[config.mk]
export PLATFORM = sky130hd
export DESIGN_NAME = jtdsp16_do_ctrl
export DESIGN_NICKNAME = d
export VERILOG_FILES = /design/src/rtl/jtdsp16_do_ctrl.sv
export SDC_FILE = /design/constraint.sdc
export NUM_CORES = 1
export LEC_CHECK = 0
export ABC_AREA = 1
export ABC_CLOCK_PERIOD_IN_PS = 3800
export CORE_MARGIN = 4
export CORE_UTILIZATION = 50
export DETAILED_ROUTE_END_ITERATION = 10
export PLACE_DENSITY = 0.77
export SYNTH_ARGS = -nofsm -noshare
export SYNTH_HDL_FRONTEND = slang
export SYNTH_SLANG_ARGS = --single-unit
[constraint.sdc]
create_clock -name clk -period 3.8 [get_ports clk]
set_input_delay 0.57 -clock clk [delete_from_list [all_inputs] [get_ports clk]]
set_output_delay 0.57 -clock clk [all_outputs]
set_load 0.05 [all_outputs]
[src/rtl/jtdsp16_do_ctrl.sv]
// Do-loop sequencer for the DSP16 core. Decodes retired `do K {NI}` and
// `redo K`, counts the first pass fetched from ROM, then replays the cached
// body from index 0 until all K iterations have retired. Strobes are
// combinational so the XAAU samples them on the same edge as the step.
module jtdsp16_do_ctrl (
  input  logic        clk,
  input  logic        rst,
  input  logic        cen,
  input  logic        step,
  input  logic        do_en,
  input  logic        redo_en,
  input  logic [10:0] do_data,
  output logic        do_save,
  output logic        do_start,
  output logic        do_redo,
  output logic        do_out,
  output logic        do_short,
  output logic [3:0]  do_pc,
  output logic        busy,
  output logic        incache,
  output logic        cache_ok
);

  typedef enum logic [1:0] {IDLE, FILL, LOOP} state_t;

  state_t     state, state_nxt;
  logic [3:0] ni, ni_nxt;
  logic [6:0] rem, rem_nxt;
  logic [3:0] fcnt, fcnt_nxt;
  logic [3:0] pc_nxt;
  logic       cok_nxt;
  logic       adv;
  logic [3:0] d_ni;
  logic [6:0] d_k;
  logic [3:0] ni_last;

  assign adv     = step & cen;
  assign d_ni    = do_data[10:7];
  assign d_k     = do_data[6:0];
  assign ni_last = ni - 4'd1;

  assign do_short = (ni == 4'd1);
  assign busy     = (state != IDLE);
  assign incache  = (state == LOOP);

  // Next-state and strobe decode; everything idles unless a qualified step arrives
  always_comb begin
    state_nxt = state;
    ni_nxt    = ni;
    rem_nxt   = rem;
    fcnt_nxt  = fcnt;
    pc_nxt    = do_pc;
    cok_nxt   = cache_ok;
    do_save   = 1'b0;
    do_start  = 1'b0;
    do_redo   = 1'b0;
    do_out    = 1'b0;
    case (state)
      IDLE: begin
        if (adv) begin
          if (do_en && d_ni != 4'd0 && d_k != 7'd0) begin
            do_save   = 1'b1;
            ni_nxt    = d_ni;
            rem_nxt   = d_k - 7'd1;
            fcnt_nxt  = 4'd0;
            state_nxt = FILL;
          end else if (redo_en && cache_ok && d_k != 7'd0) begin
            // Replay the cached body: all K passes come from the cache
            do_start  = 1'b1;
            do_redo   = 1'b1;
            rem_nxt   = d_k;
            pc_nxt    = 4'd0;
            state_nxt = LOOP;
          end
        end
      end
      FILL: begin
        if (adv) begin
          fcnt_nxt = fcnt + 4'd1;
          if (fcnt == ni_last) begin
            cok_nxt = 1'b1;
            if (rem == 7'd0) begin
              do_out    = 1'b1;
              state_nxt = IDLE;
            end else begin
              do_start  = 1'b1;
              pc_nxt    = 4'd0;
              state_nxt = LOOP;
            end
          end
        end
      end
      LOOP: begin
        if (adv) begin
          if (do_pc < ni_last) begin
            pc_nxt = do_pc + 4'd1;
          end else begin
            pc_nxt = 4'd0;
            if (rem > 7'd1) begin
              rem_nxt = rem - 7'd1;
            end else begin
              do_out    = 1'b1;
              state_nxt = IDLE;
            end
          end
        end
      end
      default: state_nxt = IDLE;
    endcase
  end

  // State registers; cen gates every update, reset drops a loop in flight
  always_ff @(posedge clk or posedge rst) begin
    if (rst) begin
      state    <= IDLE;
      ni       <= 4'd0;
      rem      <= 7'd0;
      fcnt     <= 4'd0;
      do_pc    <= 4'd0;
      cache_ok <= 1'b0;
    end else if (cen) begin
      state    <= state_nxt;
      ni       <= ni_nxt;
      rem      <= rem_nxt;
      fcnt     <= fcnt_nxt;
      do_pc    <= pc_nxt;
      cache_ok <= cok_nxt;
    end
  end

endmodule
# After elaboration in Yosys (flattened, before gate mapping)
# Cells that the tools add are included.
# totals
elab_cells,96
reg_bits,22
# op_classes
eq_ne,16
n_lt_le_gt_ge,2
add_sub_neg,5
n_mux,48
n_bitwise,1
reduce_logical,18
# ops
op,n
$mux W4,11
$mux W7,6
$mux W2,9
$ne A2 B2 Y1 const B,9
$mux W1,16
$pmux W7 S2,1
$sub A7 B1 Y7 const B,2
$pmux W4 S3,1
$reduce_and A9 Y1,1
$add A4 B1 Y4 const B,2
$pmux W4 S2,1
$reduce_and A4 Y1,2
$reduce_and A8 Y1,1
$gt A7 B1 Y1 const B,1
$logic_not A7 Y1,1
$reduce_and A7 Y1,1
$reduce_bool A7 Y1,1
$pmux W2 S3,1
$reduce_bool A2 Y1,3
$reduce_and A5 Y1,1
$eq A4 B1 Y1 const B,1
$eq A4 B4 Y1,1
$logic_and A1 B1 Y1,4
$lt A4 B4 Y1,1
other kinds (10),12

# Logic depth before layout (Yosys ltp)
# Gate-level depths: netlist of run 1.
# depth
word_depth,6
depth_mapped,15

# Worst setup path before layout of run 1
# No wires, ideal clock.
# synth_path
path_kind,flip-flop to output port
from,reg ni[0]
to,out do_out
setup_slack_ns,0.986
path_stages_with_launch,10
arrival_ns,2.244
required_ns,3.230
n_path_buf,0
path_cell_list,dfrtp_1 > inv_1 > ha_1 > ha_1 > o21ai_1 > nand2_1 > nand2_1 > nand3_1 > nand4_1 > a21oi_1
# synth_via
elab_chain_len,5
elab_cells_between_ends,8
classes_between,add/sub: 1; order compare: 1; eq/ne: 1; mux: 5
# synth_lines
element,line,source
start: declaration,27,"logic [3:0] ni, ni_nxt;"
start signal: assignment,123,ni <= ni_nxt;
$sub A4 B1 Y4 *,40,assign ni_last = ni - 4'd1;
$lt A4 B4 Y1 or $eq A4 B4 Y1 (tied branches),"95, 80",
"$mux W1, on equally long branches","95, 80",
"$mux W1, on equally long branches","94, 78",
$pmux W1 S2 *,58,case (state)
end: declaration,16,"output logic do_out,"
# Every way passes the cells marked *; elsewhere a longest branch is shown, timed or not.

# Worst setup path in the final report of run 1
# layout_path
from,in do_data[0]
to,out do_start
# layout_via
elab_chain_len,6
elab_cells_between_ends,7
classes_between,mux: 4; reduce/logical: 3
# layout_lines
element,line,source
start: declaration,12,"input logic [10:0] do_data,"
$reduce_bool A7 Y1 *,"61, 67",
$logic_and A1 B1 Y1,67,end else if (redo_en && cache_ok && d_k != 7'd0) begin
$mux W1,67,
$mux W1 *,61,if (do_en && d_ni != 4'd0 && d_k != 7'd0) begin
$mux W1 *,60,if (adv) begin
$pmux W1 S2 *,58,
end: declaration,14,"output logic do_start,"
# Marks and branches as above.

==> results by group, run 1 <==
Pwr
  • Power density cells: 702 nW/µm²
  • Sw Ratio: 0.501
  • Clock power frac: 0.136
  • LEAKAGE: 1.14 nW
  • Share of power burned in registers: 0.261
  • Power Total: 1.61 mW
  • Peak VDD IR: 0.000466 V
  • Psw: 0.807 mW
  • Combinational power share: 0.604
  • P_int: 0.805 mW

Place
  • Port bufs: 28
  • Placed insts: 356
  • GP Congestion: 0.900
  • DPL Wire Length: 3.41 mm

Logic synthesis
  • Avg Inst Size Synth: 6.73 µm²
  • Register bit total from synthesis: 22
  • Post-synthesis mux area share: 0
  • Post-synthesis compound-gate area fraction: 0.106
  • Largest family of logic cells by synthesized area: simple AND/OR/NAND/NOR gates
  • Adder-cell area share of the yosys netlist: 0.0923
  • Yosys cell types: 30
  • Cells after Synth: 282
  • Synth Area in Simple Gates: 0.394
  • Yosys warns: 0
  • Post-synthesis net count: 313
  • Register area share after synthesis: 0.290
  • Synth Cell Area: 1900 µm²
  • Synth Area in XOR/XNOR: 0.0416

Finish
  • Layout Cells excl Fill: 360
  • Layout area overhead: 21.0%
  • Fin util: 0.627
  • Nets@finish: 344
  • Share of layout cells above drive strength 1: 0.0994
  • Ant diodes: 0

Timing
  • Max-slew violations: 0
  • Worst Clk Skew: 0.00729 ns
  • Final min period: 3.44 ns
  • Final hold viol count: 0
  • Worst-margin pin slew: 0.863 ns
  • Slew Limit Headroom: 0.424
  • Fin Setup TNS: 0 ns
  • Max Clk Rate: 291 MHz
  • RSZ-0062 raised after global routing: no
  • Setup-failing EPs final: 0
  • Final worst path period share: 0.905

Detailed routing
  • Number of routed nets with antenna violations: 0
  • Via count: 1829
  • DRT iter0 DRCs: 155
  • DR WL/cell: 11.8 µm
  • DRC Markers: 0
  • Drt total wl: 4.26 mm
  • First-pass DRT Iterations: 4
  • Via/cell ratio: 5.08

GRT
  • Largest net degree at the start of global routing: 23
  • Total gr overflow: 0
  • Vias in the first global route: 1702
  • Antenna violations before repair: 0
  • First-pass GRT wire length: 7.21 mm
  • GRT Total Usage: 0.182

Clock network
  • TritonCTS clock tree: done
  • H-Tree Depth: 1
  • Root buffer cell: clkbuf_8
  • Clock Path Buffers: 2
  • Cts bufs inserted: 3
  • Hold-fix buffers, CTS: 0
  • Resized Gates After CTS: 0
  • Post-CTS Setup Repair Bufs: 0
  • CTS Sinks: 22
  • Worst-Skew Late Latency: 0.27 ns
  • Clk slew on worst S/H paths: 0.07 ns

Floorplanning
  • Ports: 29
  • Core ar.: 3660 µm²
  • Die Y: 69.6 µm
  • Row count: 22
  • Die area: 4840 µm²
  • Chip width: 69.6 µm
  • Initial core utilization: 0.518

Critical path
  • Crit start category: input port
  • Crit. End Element: output pin
  • CP required: 3.23 ns
  • CP Data Arrival Time: 2.87 ns
  • CP cell instances: clkdlybuf4s50_1 > inv_1 > ha_1 > inv_1 > nor2_4 > nand3_2 > nand3_1 > o22ai_1 > clkdlybuf4s50_1
  • Slowest cell delay on critical path: 0.84 ns
  • Crit Path Class: input port to output pin
  • Critical path's slowest cell: clkdlybuf4s50_1
  • CP max FO: 6

Worst hold path
  • Worst hold path class: flip-flop to flip-flop

Job
  • Max-Cap Viols: 0

Outcome
  • Outcome: completed
==> power by group through the flow <==
stage,Sequential [mW],Clock [mW],Combinational [mW]
floorplan,0.450,0,0.695
global placement,0.422,0,0.949
detailed placement,0.424,0,0.974
CTS,0.420,0.226,0.979
global route,0.434,0.236,1.09
finish,0.420,0.219,0.973
==> area by class of cell <==
class	instances	area, µm²
fillers	349	1370
well taps	48	60.1
flip-flops and latches	22	551
repair buffers	29	288
multi-input cells	224	1200
inverters	33	124
clock inverters	1	30.0
clock buffers	3	41.3
==> final timing paths <==
kind,endpoint,start,cells after the start,slack (ns)
min in group asynchronous,do_pc[0]$_DFFE_PP0P_,rst,2,0.78
max,do_start,do_data[0],9,0.36
min,rem[1]$_DFFE_PP0P_,rem[1]$_DFFE_PP0P_,2,0.51
min reg2reg,rem[1]$_DFFE_PP0P_,rem[1]$_DFFE_PP0P_,2,0.51
max reg2reg,state[0]$_DFFE_PP0P_,ni[0]$_DFFE_PP0P_,16,1.59
max in group asynchronous,rem[6]$_DFFE_PP0P_,rst,2,2.49
==> layer usage <==
| metal | wire length, µm | GRT usage |
|---|---|---|
| met1 | 1890 | 0.209 |
| met2 | 2130 | 0.320 |
| met3 | 144 | 0.0478 |
| met4 | 91 | 0.0716 |
| met5 | 0 | 0 |
==> critical path, delay by kind of cell <==
family	cells	cell delay, ns
compound gates	1	0.26
fa+ha+maj	1	0.23
buf+inv	4	1.54
simple gates	3	0.27
==> cells in the final DEF, fill, tap and decap left out <==
| cell | instances |
|---|---|
| nand4_1 | 3 |
| a21oi_2 | 1 |
| xnor2_1 | 3 |
| inv_2 | 5 |
| o21ai_0 | 13 |
| or2_2 | 1 |
| a21oi_1 | 7 |
| bufinv_16 | 1 |
| nand2_1 | 96 |
| nand2_4 | 1 |
| buf_4 | 1 |
| a31oi_1 | 1 |
| ha_1 | 14 |
| nor2_2 | 5 |
| inv_1 | 28 |
| nand2_2 | 6 |
| clkbuf_8 | 3 |
| o21ai_2 | 1 |
| o22ai_1 | 1 |
| xor2_1 | 6 |
| nand3_2 | 3 |
| o21bai_1 | 1 |
| o21ai_1 | 8 |
| nor3b_1 | 1 |
| nor2_4 | 3 |
| o31ai_1 | 3 |
| clkdlybuf4s50_1 | 28 |
| dfrtp_1 | 22 |
| nand3_1 | 19 |
| nand3b_1 | 3 |
| nor2_1 | 22 |
| nor3_1 | 2 |
==> cell families (layout without fill, tap and decap cells) <==
kind of cell             count (synthesis)  after routing
XOR/XNOR                                 9              9
buffers and inverters                   36             66
AO/OA/AOI/OAI                           36             36
AND/OR/NAND/NOR                        165            165
adder cells (fa/ha/maj)                 14             14
flip-flops                              22             22
==> registers in the layout, indices dropped and copies added (netlist names) <==
signal    count
rem           7
state         2
cache_ok      1
fcnt          4
ni            4
do_pc         4
==> cells in the mapped netlist, drive strengths merged <==
library cell	number	share of area
buf	3	0.011
o21ai	22	0.060
or2	1	0.0033
nor3b	1	0.0040
a31oi	1	0.0033
dfrtp	22	0.29
xor2	6	0.028
o31ai	3	0.012
xnor2	3	0.014
nand3b	3	0.012
nor2	30	0.078
ha	14	0.092
o22ai	1	0.0033
nand4	3	0.0099
a21oi	8	0.023
nand3	22	0.066
inv	33	0.065
o21bai	1	0.0040
nor3	2	0.0053
nand2	103	0.22
==> per-stage QoR <==
| stage | hold WS, ns | instance area (µm²) | worst slack, ns |
|---|---|---|---|
| 2_1_floorplan | 0.465 | 1900 | 0.986 |
| 3_3_place_gp | 0.485 | 2220 | 0.398 |
| 3_5_place_dp | 0.489 | 2220 | 0.376 |
| 4_1_cts | 0.506 | 2290 | 0.372 |
| 5_1_grt | 0.542 | 2290 | 0.189 |
| 6_report | 0.505 | 2290 | 0.360 |
Note: power is estimated with default switching activity, not from simulation.
==> run 2: changes to the inputs <==
--- a/config.mk
+++ b/config.mk
@@ -7,10 +7,14 @@
 export LEC_CHECK = 0
 export ABC_AREA = 1
 export ABC_CLOCK_PERIOD_IN_PS = 3800
+export CAP_MARGIN = 20
+export CELL_PAD_IN_SITES_DETAIL_PLACEMENT = 1
+export CELL_PAD_IN_SITES_GLOBAL_PLACEMENT = 2
 export CORE_MARGIN = 4
-export CORE_UTILIZATION = 50
+export CORE_UTILIZATION = 32
 export DETAILED_ROUTE_END_ITERATION = 10
-export PLACE_DENSITY = 0.77
+export PLACE_DENSITY = 0.87
+export SKIP_LAST_GASP = 1
 export SYNTH_ARGS = -nofsm -noshare
 export SYNTH_HDL_FRONTEND = slang
 export SYNTH_SLANG_ARGS = --single-unit
==> run 2 against run 1 <==
Register-to-register slack barely moved. Wire length rose by 20%. Power rose by 1.2%. Utilization fell by 22 points. Highest routed layer unchanged. Via count rose by 2.5%. Cell count rose by 6.4%. Clock skew fell by 0.0051 ns. Maximum frequency fell by 2.2%. First-iteration DRC count fell by 88%. Setup slack got worse by 0.078 ns. Critical path depth rose by 4. Final area rose by 0.76%.
==> results by group, run 2 (synthesized netlist as in run 1, its figures left out) <==
Critical path
  • Critical R2R Capture: state[0]$_DFFE_PP0P_
  • Critical Path Start: ni[0]$_DFFE_PP0P_
  • Reg2reg path depth: 15
  • CP endpoint: do_out
  • Crit. End Element: output pin
  • R2R Path Start: ni[0]$_DFFE_PP0P_
  • CP max FO: 6
  • CP Data Arrival Time: 2.95 ns
  • Crit Path Class: flip-flop to output pin
  • Crit start category: flip-flop
  • FF-to-FF setup slack: 1.60 ns
  • CP required: 3.23 ns

GRT
  • Gr busiest metal: met2
  • Antenna violations before repair: 0
  • Met3 Usage GRT: 0.0243
  • First-pass GRT wire length: 8.70 mm
  • GRT Total Usage: 0.147
  • Largest net degree at the start of global routing: 23
  • Vias in the first global route: 1863
  • Routing usage on met2: 0.279
  • Total gr overflow: 0
  • Met1 usage: 0.175

Timing
  • Final min period: 3.52 ns
  • Final worst setup slack: 0.283 ns
  • Slew Limit Headroom: 0.380
  • Final hold viol count: 0
  • Max Clk Rate: 284 MHz
  • Fin Setup TNS: 0 ns
  • Worst-margin pin slew: 0.929 ns
  • Worst Clk Skew: 0.00216 ns
  • Final worst path period share: 0.926
  • Max-slew violations: 0
  • Setup-failing EPs final: 0
  • RSZ-0062 raised after global routing: no

Detailed routing
  • DRT iter0 DRCs: 18
  • Via/cell ratio: 4.89
  • Drt total wl: 5.11 mm
  • DRC Markers: 0
  • Via count: 1874
  • Number of routed nets with antenna violations: 0
  • First-pass DRT Iterations: 4
  • DR WL/cell: 13.3 µm

Place
  • DPL Wire Length: 4.11 mm
  • Pre-CTS setup slack: 0.516 ns
  • GP Congestion: 0.789
  • Port bufs: 28

Pwr
  • P_int: 0.795 mW
  • Sw Ratio: 0.513
  • Power density cells: 705 nW/µm²
  • Clock power frac: 0.145
  • Combinational power share: 0.596
  • Share of power burned in registers: 0.259
  • Peak VDD IR: 0.000296 V
  • Psw: 0.836 mW
  • LEAKAGE: 1.13 nW
  • Power Total: 1.63 mW

Floorplanning
  • Chip width: 85.0 µm
  • Core ar.: 5640 µm²
  • Row count: 27
  • Ports: 29
  • Die Y: 85.0 µm
  • Die area: 7220 µm²
  • Initial core utilization: 0.336

Finish
  • Layout area overhead: 21.9%
  • Nets@finish: 343
  • Commonest cells after routing, fill and taps aside: nand2_1, inv_1, clkdlybuf4s50_1
  • Top reg by flops: rem
  • Fillcell total: 741
  • Max reg flops: 7
  • Fin util: 0.410
  • Most common cell after layout, fill and taps aside: nand2_1
  • Ant diodes: 0
  • Share of layout cells above drive strength 1: 0.103

Clock network
  • Cts bufs inserted: 3
  • Clock Path Buffers: 2
  • Hold-fix buffers, CTS: 0
  • Clk slew on worst S/H paths: 0.09 ns
  • Worst-Skew Late Latency: 0.28 ns
  • TritonCTS clock tree: done
  • Root buffer cell: clkbuf_8
  • Resized Gates After CTS: 0
  • Post-CTS Setup Repair Bufs: 0
  • H-Tree Depth: 1
  • CTS Sinks: 22

Worst hold path
  • Worst hold path class: flip-flop to flip-flop

Outcome
  • Outcome: completed

Job
  • Max-Cap Viols: 0
[run 2: per-stage QoR]
stage	area, µm²	hold WS [ns]	std cells
after floorplan	1900	0.465	282
after global placement	2240	0.484	379
after detailed placement	2240	0.494	379
after CTS	2310	0.515	383
after global routing	2310	0.565	383
final	2310	0.509	383
[run 2: worst min-delay path by stage]
stage | from | endpoint | slack (ns) | cells past startpoint
floorplan | rem[1]$_DFFE_PP0P_ | rem[1]$_DFFE_PP0P_ | 0.47 | 2
global placement | rem[1]$_DFFE_PP0P_ | rem[1]$_DFFE_PP0P_ | 0.48 | 2
detailed placement | rem[1]$_DFFE_PP0P_ | rem[1]$_DFFE_PP0P_ | 0.49 | 2
CTS | rem[1]$_DFFE_PP0P_ | rem[1]$_DFFE_PP0P_ | 0.52 | 2
global route | rem[1]$_DFFE_PP0P_ | rem[1]$_DFFE_PP0P_ | 0.56 | 2
finish | rem[1]$_DFFE_PP0P_ | rem[1]$_DFFE_PP0P_ | 0.51 | 2
[run 2: layer usage]
| metal | up-vias | part of all wire |
|---|---|---|
| li1 | 958 | - |
| met1 | 896 | 0.44 |
| met2 | 15 | 0.52 |
| met3 | 5 | 0.024 |
| met4 | 0 | 0.0084 |
| met5 | - | 0 |
[run 2: critical path, cell delays in order, from the launching register on]
cell             delay [ns]
dfrtp_1                0.43
inv_1                  0.13
ha_1                   0.18
inv_1                  0.04
nand2_1                0.07
nand2_1                0.07
ha_1                   0.27
nand2_1                0.04
inv_1                  0.05
nand2_1                0.05
nand3_1                0.20
nand4_1                0.14
a21oi_1                0.17
clkdlybuf4s50_1        0.83
[run 2: power by group through the flow]
stage / combinational [mW] / clock, mW / sequential (mW)
floorplan: 0.695 / 0 / 0.450
global placement: 0.973 / 0 / 0.428
detailed placement: 0.985 / 0 / 0.430
CTS: 0.991 / 0.236 / 0.425
global route: 1.11 / 0.248 / 0.443
finish: 0.972 / 0.237 / 0.423
[run 2: layout make-up]
class | instances | area (µm²) | share of cell area
clock buffers | 3 | 41.3 | 0.0179
clock inverters | 1 | 30.0 | 0.0130
inverters | 33 | 124 | 0.0536
multi-input cells | 224 | 1200 | 0.519
flip-flops and latches | 22 | 551 | 0.238
well taps | 72 | 90.1 | 0.0390
repair buffers | 28 | 275 | 0.119
